[config.mk]
export PLATFORM = sky130hd
export DESIGN_NAME = nic_ctrl_amm_to_csr_flat
export DESIGN_NICKNAME = d
export VERILOG_FILES = /design/src/rtl/nic_ctrl_csr_pkg.sv /design/src/rtl/nic_ctrl_amm_to_csr_if.sv /design/src/rtl/nic_ctrl_amm_to_csr.sv /design/src/flat_wrapper.sv
export SDC_FILE = /design/constraint.sdc
export NUM_CORES = 1
export LEC_CHECK = 0
export BUFFER_PORTS_ARGS = -buffer_cell sky130_fd_sc_hd__clkbuf_2
export CAP_MARGIN = 15
export CORE_MARGIN = 2
export CORE_UTILIZATION = 48
export DETAILED_ROUTE_END_ITERATION = 10
export PLACE_DENSITY = 0.76
export SYNTH_ARGS = -nofsm -noshare
export SYNTH_HDL_FRONTEND = slang
export SYNTH_SLANG_ARGS = --single-unit
[constraint.sdc]
create_clock -name clk_i -period 1.6 [get_ports clk_i]
set_input_delay 0.32 -clock clk_i [delete_from_list [all_inputs] [get_ports clk_i]]
set_output_delay 0.32 -clock clk_i [all_outputs]
set_load 0.02 [all_outputs]
[src/rtl/nic_ctrl_csr_pkg.sv]
// rtl/nic_ctrl_csr_pkg.sv - shared types, constants and address helper for the AMM-to-CSR bridge
package nic_ctrl_csr_pkg;

  localparam int   AMM_DW  = 32;
  localparam int   CSR_AW  = 10;
  localparam logic HALF_LO = 1'b0;
  localparam logic HALF_HI = 1'b1;

  typedef enum logic [2:0] {
    IDLE,
    WR_LO,
    WR_HI,
    RD_ISSUE,
    RD_WAIT,
    DONE
  } state_t;

  // One Avalon word covers two CSR words; the half selects the low or high one.
  function automatic logic [CSR_AW-1:0] amm_to_csr_addr(input logic [CSR_AW-2:0] addr,
                                                        input logic              half);
    return {addr, half};
  endfunction

endpackage

[src/rtl/nic_ctrl_amm_to_csr_if.sv]
// rtl/nic_ctrl_amm_to_csr_if.sv - host Avalon-MM and regfile csr_if signals of the bridge
interface nic_ctrl_amm_to_csr_if #(
  parameter int A_WIDTH = 10,
  parameter int D_WIDTH = 16
);
  localparam int AMM_AW = A_WIDTH - 1;

  logic [AMM_AW-1:0]    amm_address_i;
  logic                 amm_write_i;
  logic                 amm_read_i;
  logic [2*D_WIDTH-1:0] amm_writedata_i;
  logic [3:0]           amm_byteenable_i;
  logic [2*D_WIDTH-1:0] amm_readdata_o;
  logic                 amm_waitrequest_o;
  logic [A_WIDTH-1:0]   csr_addr_o;
  logic                 csr_wr_en_o;
  logic [D_WIDTH-1:0]   csr_wr_data_o;
  logic [1:0]           csr_be_o;
  logic [D_WIDTH-1:0]   csr_rd_data_i;

  // Bridge view: answers the host, drives the regfile.
  modport slave (
    input  amm_address_i, amm_write_i, amm_read_i, amm_writedata_i, amm_byteenable_i,
    input  csr_rd_data_i,
    output amm_readdata_o, amm_waitrequest_o,
    output csr_addr_o, csr_wr_en_o, csr_wr_data_o, csr_be_o
  );

  // Environment view: host plus regfile.
  modport master (
    output amm_address_i, amm_write_i, amm_read_i, amm_writedata_i, amm_byteenable_i,
    output csr_rd_data_i,
    input  amm_readdata_o, amm_waitrequest_o,
    input  csr_addr_o, csr_wr_en_o, csr_wr_data_o, csr_be_o
  );

endinterface

[src/rtl/nic_ctrl_amm_to_csr.sv]
// rtl/nic_ctrl_amm_to_csr.sv - splits 32-bit Avalon-MM accesses into two 16-bit csr_if transactions
module nic_ctrl_amm_to_csr
  import nic_ctrl_csr_pkg::*;
#(
  parameter int D_WIDTH = 16,
  parameter int A_WIDTH = CSR_AW,
  parameter int AMM_AW  = A_WIDTH - 1,
  parameter int RD_LAT  = 1
) (
  input  logic                  clk_i,
  input  logic                  rst_i,
  nic_ctrl_amm_to_csr_if.slave  bus,
  output logic                  protocol_err_o
);

  state_t               state, nxt_state;
  logic [AMM_AW-1:0]    addr_q, nxt_addr;
  logic [AMM_DW-1:0]    data_q, nxt_data;
  logic [3:0]           be_q, nxt_be;
  logic                 half_q, nxt_half;
  logic [1:0]           cnt_q, nxt_cnt;
  logic [AMM_DW-1:0]    rdata_q, nxt_rdata;
  logic                 perr_q, nxt_perr;
  logic [A_WIDTH-1:0]   csr_addr_q, nxt_csr_addr;
  logic [D_WIDTH-1:0]   csr_data_q, nxt_csr_data;
  logic [1:0]           csr_be_q, nxt_csr_be;
  logic                 wr_en_q, nxt_wr_en;
  logic                 waitreq_q, nxt_waitreq;

  // Next state and next value of every registered output; outputs are derived
  // from the state being entered so each strobe lines up with its own state.
  always_comb begin
    nxt_state    = state;
    nxt_addr     = addr_q;
    nxt_data     = data_q;
    nxt_be       = be_q;
    nxt_half     = half_q;
    nxt_cnt      = cnt_q;
    nxt_rdata    = rdata_q;
    nxt_perr     = perr_q;
    nxt_csr_addr = csr_addr_q;
    nxt_csr_data = csr_data_q;
    nxt_csr_be   = csr_be_q;
    nxt_wr_en    = 1'b0;
    nxt_waitreq  = 1'b1;

    case (state)
      IDLE: begin
        if (bus.amm_write_i || bus.amm_read_i) begin
          nxt_addr = bus.amm_address_i;
          nxt_data = bus.amm_writedata_i;
          nxt_be   = bus.amm_byteenable_i;
          nxt_half = HALF_LO;
          // Write wins a simultaneous request; the dropped read is flagged.
          if (bus.amm_write_i && bus.amm_read_i) nxt_perr = 1'b1;
          nxt_state = bus.amm_write_i ? WR_LO : RD_ISSUE;
        end
      end
      WR_LO:    nxt_state = WR_HI;
      WR_HI:    nxt_state = DONE;
      RD_ISSUE: begin
        nxt_cnt   = 2'(RD_LAT - 1);
        nxt_state = RD_WAIT;
      end
      RD_WAIT: begin
        if (cnt_q == 2'd0) begin
          if (half_q == HALF_LO) begin
            nxt_rdata[D_WIDTH-1:0] = bus.csr_rd_data_i;
            nxt_half               = HALF_HI;
            nxt_state              = RD_ISSUE;
          end else begin
            nxt_rdata[AMM_DW-1:D_WIDTH] = bus.csr_rd_data_i;
            nxt_state                   = DONE;
          end
        end else begin
          nxt_cnt = cnt_q - 2'd1;
        end
      end
      DONE:    nxt_state = IDLE;
      default: nxt_state = IDLE;
    endcase

    case (nxt_state)
      WR_LO: begin
        nxt_csr_addr = amm_to_csr_addr(nxt_addr, HALF_LO);
        nxt_csr_data = nxt_data[D_WIDTH-1:0];
        nxt_csr_be   = nxt_be[1:0];
        nxt_wr_en    = |nxt_be[1:0];
      end
      WR_HI: begin
        nxt_csr_addr = amm_to_csr_addr(nxt_addr, HALF_HI);
        nxt_csr_data = nxt_data[AMM_DW-1:D_WIDTH];
        nxt_csr_be   = nxt_be[3:2];
        nxt_wr_en    = |nxt_be[3:2];
      end
      // Address set here stays put through RD_WAIT since nothing else updates it.
      RD_ISSUE: nxt_csr_addr = amm_to_csr_addr(nxt_addr, nxt_half);
      DONE:     nxt_waitreq  = 1'b0;
      default:  ;
    endcase
  end

  // State and output registers with synchronous reset.
  always_ff @(posedge clk_i) begin
    if (rst_i) begin
      state      <= IDLE;
      addr_q     <= '0;
      data_q     <= '0;
      be_q       <= '0;
      half_q     <= HALF_LO;
      cnt_q      <= '0;
      rdata_q    <= '0;
      perr_q     <= 1'b0;
      csr_addr_q <= '0;
      csr_data_q <= '0;
      csr_be_q   <= '0;
      wr_en_q    <= 1'b0;
      waitreq_q  <= 1'b1;
    end else begin
      state      <= nxt_state;
      addr_q     <= nxt_addr;
      data_q     <= nxt_data;
      be_q       <= nxt_be;
      half_q     <= nxt_half;
      cnt_q      <= nxt_cnt;
      rdata_q    <= nxt_rdata;
      perr_q     <= nxt_perr;
      csr_addr_q <= nxt_csr_addr;
      csr_data_q <= nxt_csr_data;
      csr_be_q   <= nxt_csr_be;
      wr_en_q    <= nxt_wr_en;
      waitreq_q  <= nxt_waitreq;
    end
  end

  assign bus.amm_readdata_o    = rdata_q;
  assign bus.amm_waitrequest_o = waitreq_q;
  assign bus.csr_addr_o        = csr_addr_q;
  assign bus.csr_wr_en_o       = wr_en_q;
  assign bus.csr_wr_data_o     = csr_data_q;
  assign bus.csr_be_o          = csr_be_q;
  assign protocol_err_o        = perr_q;

endmodule
[src/flat_wrapper.sv]
// flat-port wrapper written by rule: the top's interface ports become plain ports
module nic_ctrl_amm_to_csr_flat import nic_ctrl_csr_pkg::*;
#(
  parameter int D_WIDTH = 16,
  parameter int A_WIDTH = CSR_AW,
  parameter int AMM_AW  = A_WIDTH - 1,
  parameter int RD_LAT  = 1
)
  (clk_i, rst_i, protocol_err_o, bus_amm_address_i, bus_amm_write_i, bus_amm_read_i, bus_amm_writedata_i, bus_amm_byteenable_i, bus_csr_rd_data_i, bus_amm_readdata_o, bus_amm_waitrequest_o, bus_csr_addr_o, bus_csr_wr_en_o, bus_csr_wr_data_o, bus_csr_be_o);
  nic_ctrl_amm_to_csr_if #(.A_WIDTH(A_WIDTH), .D_WIDTH(D_WIDTH)) bus_i ();
  input  logic clk_i;
  input  logic rst_i;
  output logic protocol_err_o;
  input wire logic [$bits(bus_i.amm_address_i)-1:0] bus_amm_address_i;
  input wire logic [$bits(bus_i.amm_write_i)-1:0] bus_amm_write_i;
  input wire logic [$bits(bus_i.amm_read_i)-1:0] bus_amm_read_i;
  input wire logic [$bits(bus_i.amm_writedata_i)-1:0] bus_amm_writedata_i;
  input wire logic [$bits(bus_i.amm_byteenable_i)-1:0] bus_amm_byteenable_i;
  input wire logic [$bits(bus_i.csr_rd_data_i)-1:0] bus_csr_rd_data_i;
  output wire logic [$bits(bus_i.amm_readdata_o)-1:0] bus_amm_readdata_o;
  output wire logic [$bits(bus_i.amm_waitrequest_o)-1:0] bus_amm_waitrequest_o;
  output wire logic [$bits(bus_i.csr_addr_o)-1:0] bus_csr_addr_o;
  output wire logic [$bits(bus_i.csr_wr_en_o)-1:0] bus_csr_wr_en_o;
  output wire logic [$bits(bus_i.csr_wr_data_o)-1:0] bus_csr_wr_data_o;
  output wire logic [$bits(bus_i.csr_be_o)-1:0] bus_csr_be_o;
  assign bus_i.amm_address_i = bus_amm_address_i;
  assign bus_i.amm_write_i = bus_amm_write_i;
  assign bus_i.amm_read_i = bus_amm_read_i;
  assign bus_i.amm_writedata_i = bus_amm_writedata_i;
  assign bus_i.amm_byteenable_i = bus_amm_byteenable_i;
  assign bus_i.csr_rd_data_i = bus_csr_rd_data_i;
  assign bus_amm_readdata_o = bus_i.amm_readdata_o;
  assign bus_amm_waitrequest_o = bus_i.amm_waitrequest_o;
  assign bus_csr_addr_o = bus_i.csr_addr_o;
  assign bus_csr_wr_en_o = bus_i.csr_wr_en_o;
  assign bus_csr_wr_data_o = bus_i.csr_wr_data_o;
  assign bus_csr_be_o = bus_i.csr_be_o;
  nic_ctrl_amm_to_csr #(.D_WIDTH(D_WIDTH), .A_WIDTH(A_WIDTH), .AMM_AW(AMM_AW), .RD_LAT(RD_LAT)) u_core (.clk_i(clk_i), .rst_i(rst_i), .bus(bus_i), .protocol_err_o(protocol_err_o));
endmodule
==> results.py <==
metrics = {
    "run_status": {
        "status": "finished with violations",
        "violations": "negative setup slack",
    },
    "grt": {
        "grt_usage_pct": 27.7,
        "antenna_found_initial": 0,
        "grt_max_degree": 39,
        "grt_remaining_overflow": 0,
        "grt_pass1_wl_mm": 24.6,
        "grt_pass1_vias": 5015,
    },
    "floorplan": {
        "io_pins": 128,
        "core_area_mm2": 0.0102,
        "rows": 37,
        "die_x_um": 106,
        "dieArea_mm2": 0.0112,
        "die_h_um": 106,
        "start_util_pct": 48.9,
    },
    "timing": {
        "rsz0062_at_grt": "true",
        "fmax_mhz": 574,
        "drv_slew": 0,
        "hold_violations": 0,
        "timing.setup.tns_ns": -2.28,
        "worstMarginPinSlew_ns": 0.375,
        "fin_crit_sh_pct": 109,
        "hold-worst-slack_ns": 0.0392,
        "max_slew_margin_pct": 74.8,
        "fin_skew_ns": 0.0153,
        "min_period_ns": 1.74,
        "setup_violations": 29,
        "setup_slack_ns": -0.144,
    },
    "clock_tree": {
        "holdBufCountCts": 0,
        "htreeDepth": 4,
        "clk-insertion-delay-late_ns": 0.53,
        "cts.clk_slew.worst_paths_ns": 0.06,
        "cts_tree": "done",
        "cts_buffers": 17,
        "root_buffer": "clkbuf_8",
        "clock_sinks": 114,
        "clockBufferDepth": 2,
    },
    "finish": {
        "nets": 799,
        "final_cell_area_mm2": 0.00745,
        "syn2layout_area_growth_pct": 49.0,
        "layoutNonFillerInstCount": 881,
        "final_common_cell": "clkbuf_2",
        "drive_above_1_share_pct": 42.8,
        "num_antenna_cells": 0,
        "mostFrequentLayoutCells": "clkbuf_2, dfxtp_1, a21oi_1",
    },
    "setup_path": {
        "required_ns": 2.01,
        "crit_chain": "inv_1, ha_2, nor3b_1, a211o_1, a2bb2oi_4, buf_6, o311ai_1",
        "critical_path_class": "flop to flop",
        "cp-end-kind": "flop",
        "cpMaxStageDelayCell": "a211o_1",
        "slowest_delay_ns": 0.33,
        "cp.arrival_ns": 2.15,
        "critPathBufInv": 2,
        "crit_family": "compound AO/OA/AOI/OAI gates",
        "path_max_fanout": 8,
        "cp-start-kind": "flop",
    },
    "synthesis": {
        "synth_nets": 633,
        "syn_area_mm2": 0.00500,
        "synthFlopType": "dfxtp_1",
        "avgSynthCellArea_um2": 8.83,
        "yosys_warnings": 0,
        "async_flop_share_pct": 0,
        "yosysUniqueCellTypes": 42,
        "syn_inst": 566,
        "synth_seq_cells": 114,
        "synth_edf_count": 0,
        "ys_seq_area_share_pct": 45.6,
    },
    "placement": {
        "place_inst": 832,
        "hpwl_mm": 9.66,
        "io_buffer_count": 127,
        "place.gp.congestion": 0.811,
        "place_area_mm2": 0.00624,
    },
    "routing": {
        "drc": 0,
        "drt_first_pass_iters": 6,
        "wl_mm": 16.4,
        "wl_per_cell_um": 18.6,
        "routed_via_density": 5.76,
        "vias": 5077,
        "drtAntennaViolNets": 0,
        "drt_iter0_markers": 342,
    },
    "power": {
        "ir_drop_mv": 0.755,
        "leakagePower_nw": 3.03,
        "pwr_density_cell_mw_per_mm2": 1290,
    },
    "hold_path": {
        "worstHoldPathType": "primary input to flop",
    },
    "job": {
        "drv_cap": 0,
    },
}
[worst min-delay path, cell delays in order]
cell      delay (ns)
clkbuf_2        0.09
nand2_1         0.05
a21oi_1         0.05
[where the power goes]
group / switching [mW] / total [mW] / internal [mW]
Clock: 1.39 / 4.43 / 3.05
Combinational: 1.11 / 2.00 / 0.886
Sequential: 0.114 / 3.18 / 3.06
[cells in the mapped netlist, types with 3 or more instances]
| library cell | n | area [um^2] |
|---|---|---|
| buf_1 | 6 | 22.5 |
| a21oi_1 | 82 | 410 |
| dfxtp_1 | 114 | 2280 |
| nor2b_1 | 11 | 68.8 |
| clkbuf_1 | 30 | 113 |
| nand2_1 | 69 | 259 |
| nor2_1 | 10 | 37.5 |
| o311ai_1 | 11 | 96.3 |
| nand3_1 | 28 | 140 |
| o21ai_0 | 29 | 145 |
| buf_6 | 3 | 33.8 |
| inv_1 | 20 | 75.1 |
| nor4b_2 | 18 | 270 |
| or2_2 | 19 | 119 |
| o311ai_0 | 8 | 70.1 |
| o221ai_1 | 18 | 158 |
| a211o_1 | 19 | 166 |
| buf_2 | 15 | 75.1 |
| nand2b_1 | 21 | 131 |
| mux2_2 | 9 | 101 |
[per-layer routing]
| metal | GRT usage (%) | up-vias | share of wire [%] | wire, um |
|---|---|---|---|---|
| li1 | - | 2376 | - | - |
| met4 | 16.0 | 0 | 4.1 | 672 |
| met5 | 0 | - | 0 | 0 |
| met2 | 46.1 | 206 | 49 | 8080 |
| met1 | 32.6 | 2450 | 41 | 6650 |
| met3 | 6.62 | 45 | 6.0 | 977 |
[layout make-up]
cell class                      instances  area [um^2]
Tap cell                              136          170
Inverter                               20         75.1
Fill cell                             674         2780
Sequential cell                       114         2290
Clock inverter                         13          255
Timing Repair Buffer                  199         1390
Multi-Input combinational cell        380         2830
Clock buffer                           19          432
[worst paths after layout]
path,cells past startpoint,startpoint,endpoint,slack (ns)
max,7,u_core.cnt_q[1]$_SDFFE_PP0P_,u_core.bus.csr_be_o[0]$_SDFFE_PP0P_,-0.14
min,3,bus_csr_rd_data_i[10],u_core.bus.amm_readdata_o[10]$_SDFFE_PP0P_,0.04
max reg2reg,7,u_core.cnt_q[1]$_SDFFE_PP0P_,u_core.bus.csr_be_o[0]$_SDFFE_PP0P_,-0.14
min reg2reg,2,u_core.bus.amm_readdata_o[30]$_SDFFE_PP0P_,u_core.bus.amm_readdata_o[30]$_SDFFE_PP0P_,0.45
[sequential cells by signal, indices dropped and copies added, names as in the netlist, 2 cells and up]
name	count
u_core.be_q	4
u_core.bus.csr_addr_o	10
u_core.bus.csr_wr_data_o	16
u_core.bus.csr_be_o	2
u_core.bus.amm_readdata_o	32
u_core.data_q	32
u_core.addr_q	9
u_core.cnt_q	2
u_core.state	3
[metrics by stage]
step	worst slack [ns]	util, %	power (mW)
CTS	-0.0617	71.0	9.45
floorplan	-0.0430	-	4.16
detailed placement	-0.166	61.0	4.77
global placement	-0.120	61.0	4.72
finish	-0.144	72.8	9.61
global route	-0.199	72.8	9.87
[what timing repair did]
| item | in CTS | in global routing |
|---|---|---|
| pin swaps | 16 | 13 |
| gates resized for setup | 59 | 39 |
| setup buffers | 10 | 3 |
| gates cloned | 4 | 1 |
| setup endpoints to repair | 38 | 51 |
[kinds of logic (layout without fill, tap and decap cells)]
| group | Yosys count | in the layout | share of synthesized area (%) |
|---|---|---|---|
| AO/OA/AOI/OAI | 177 | 177 | 22.6 |
| buffers and inverters | 74 | 251 | 6.38 |
| adder cells (fa/ha/maj) | 2 | 2 | 0.500 |
| AND/OR/NAND/NOR | 190 | 192 | 22.8 |
| multiplexers | 9 | 9 | 2.03 |
| flip-flops | 114 | 114 | 45.6 |
(Power assumes the default switching activity.)
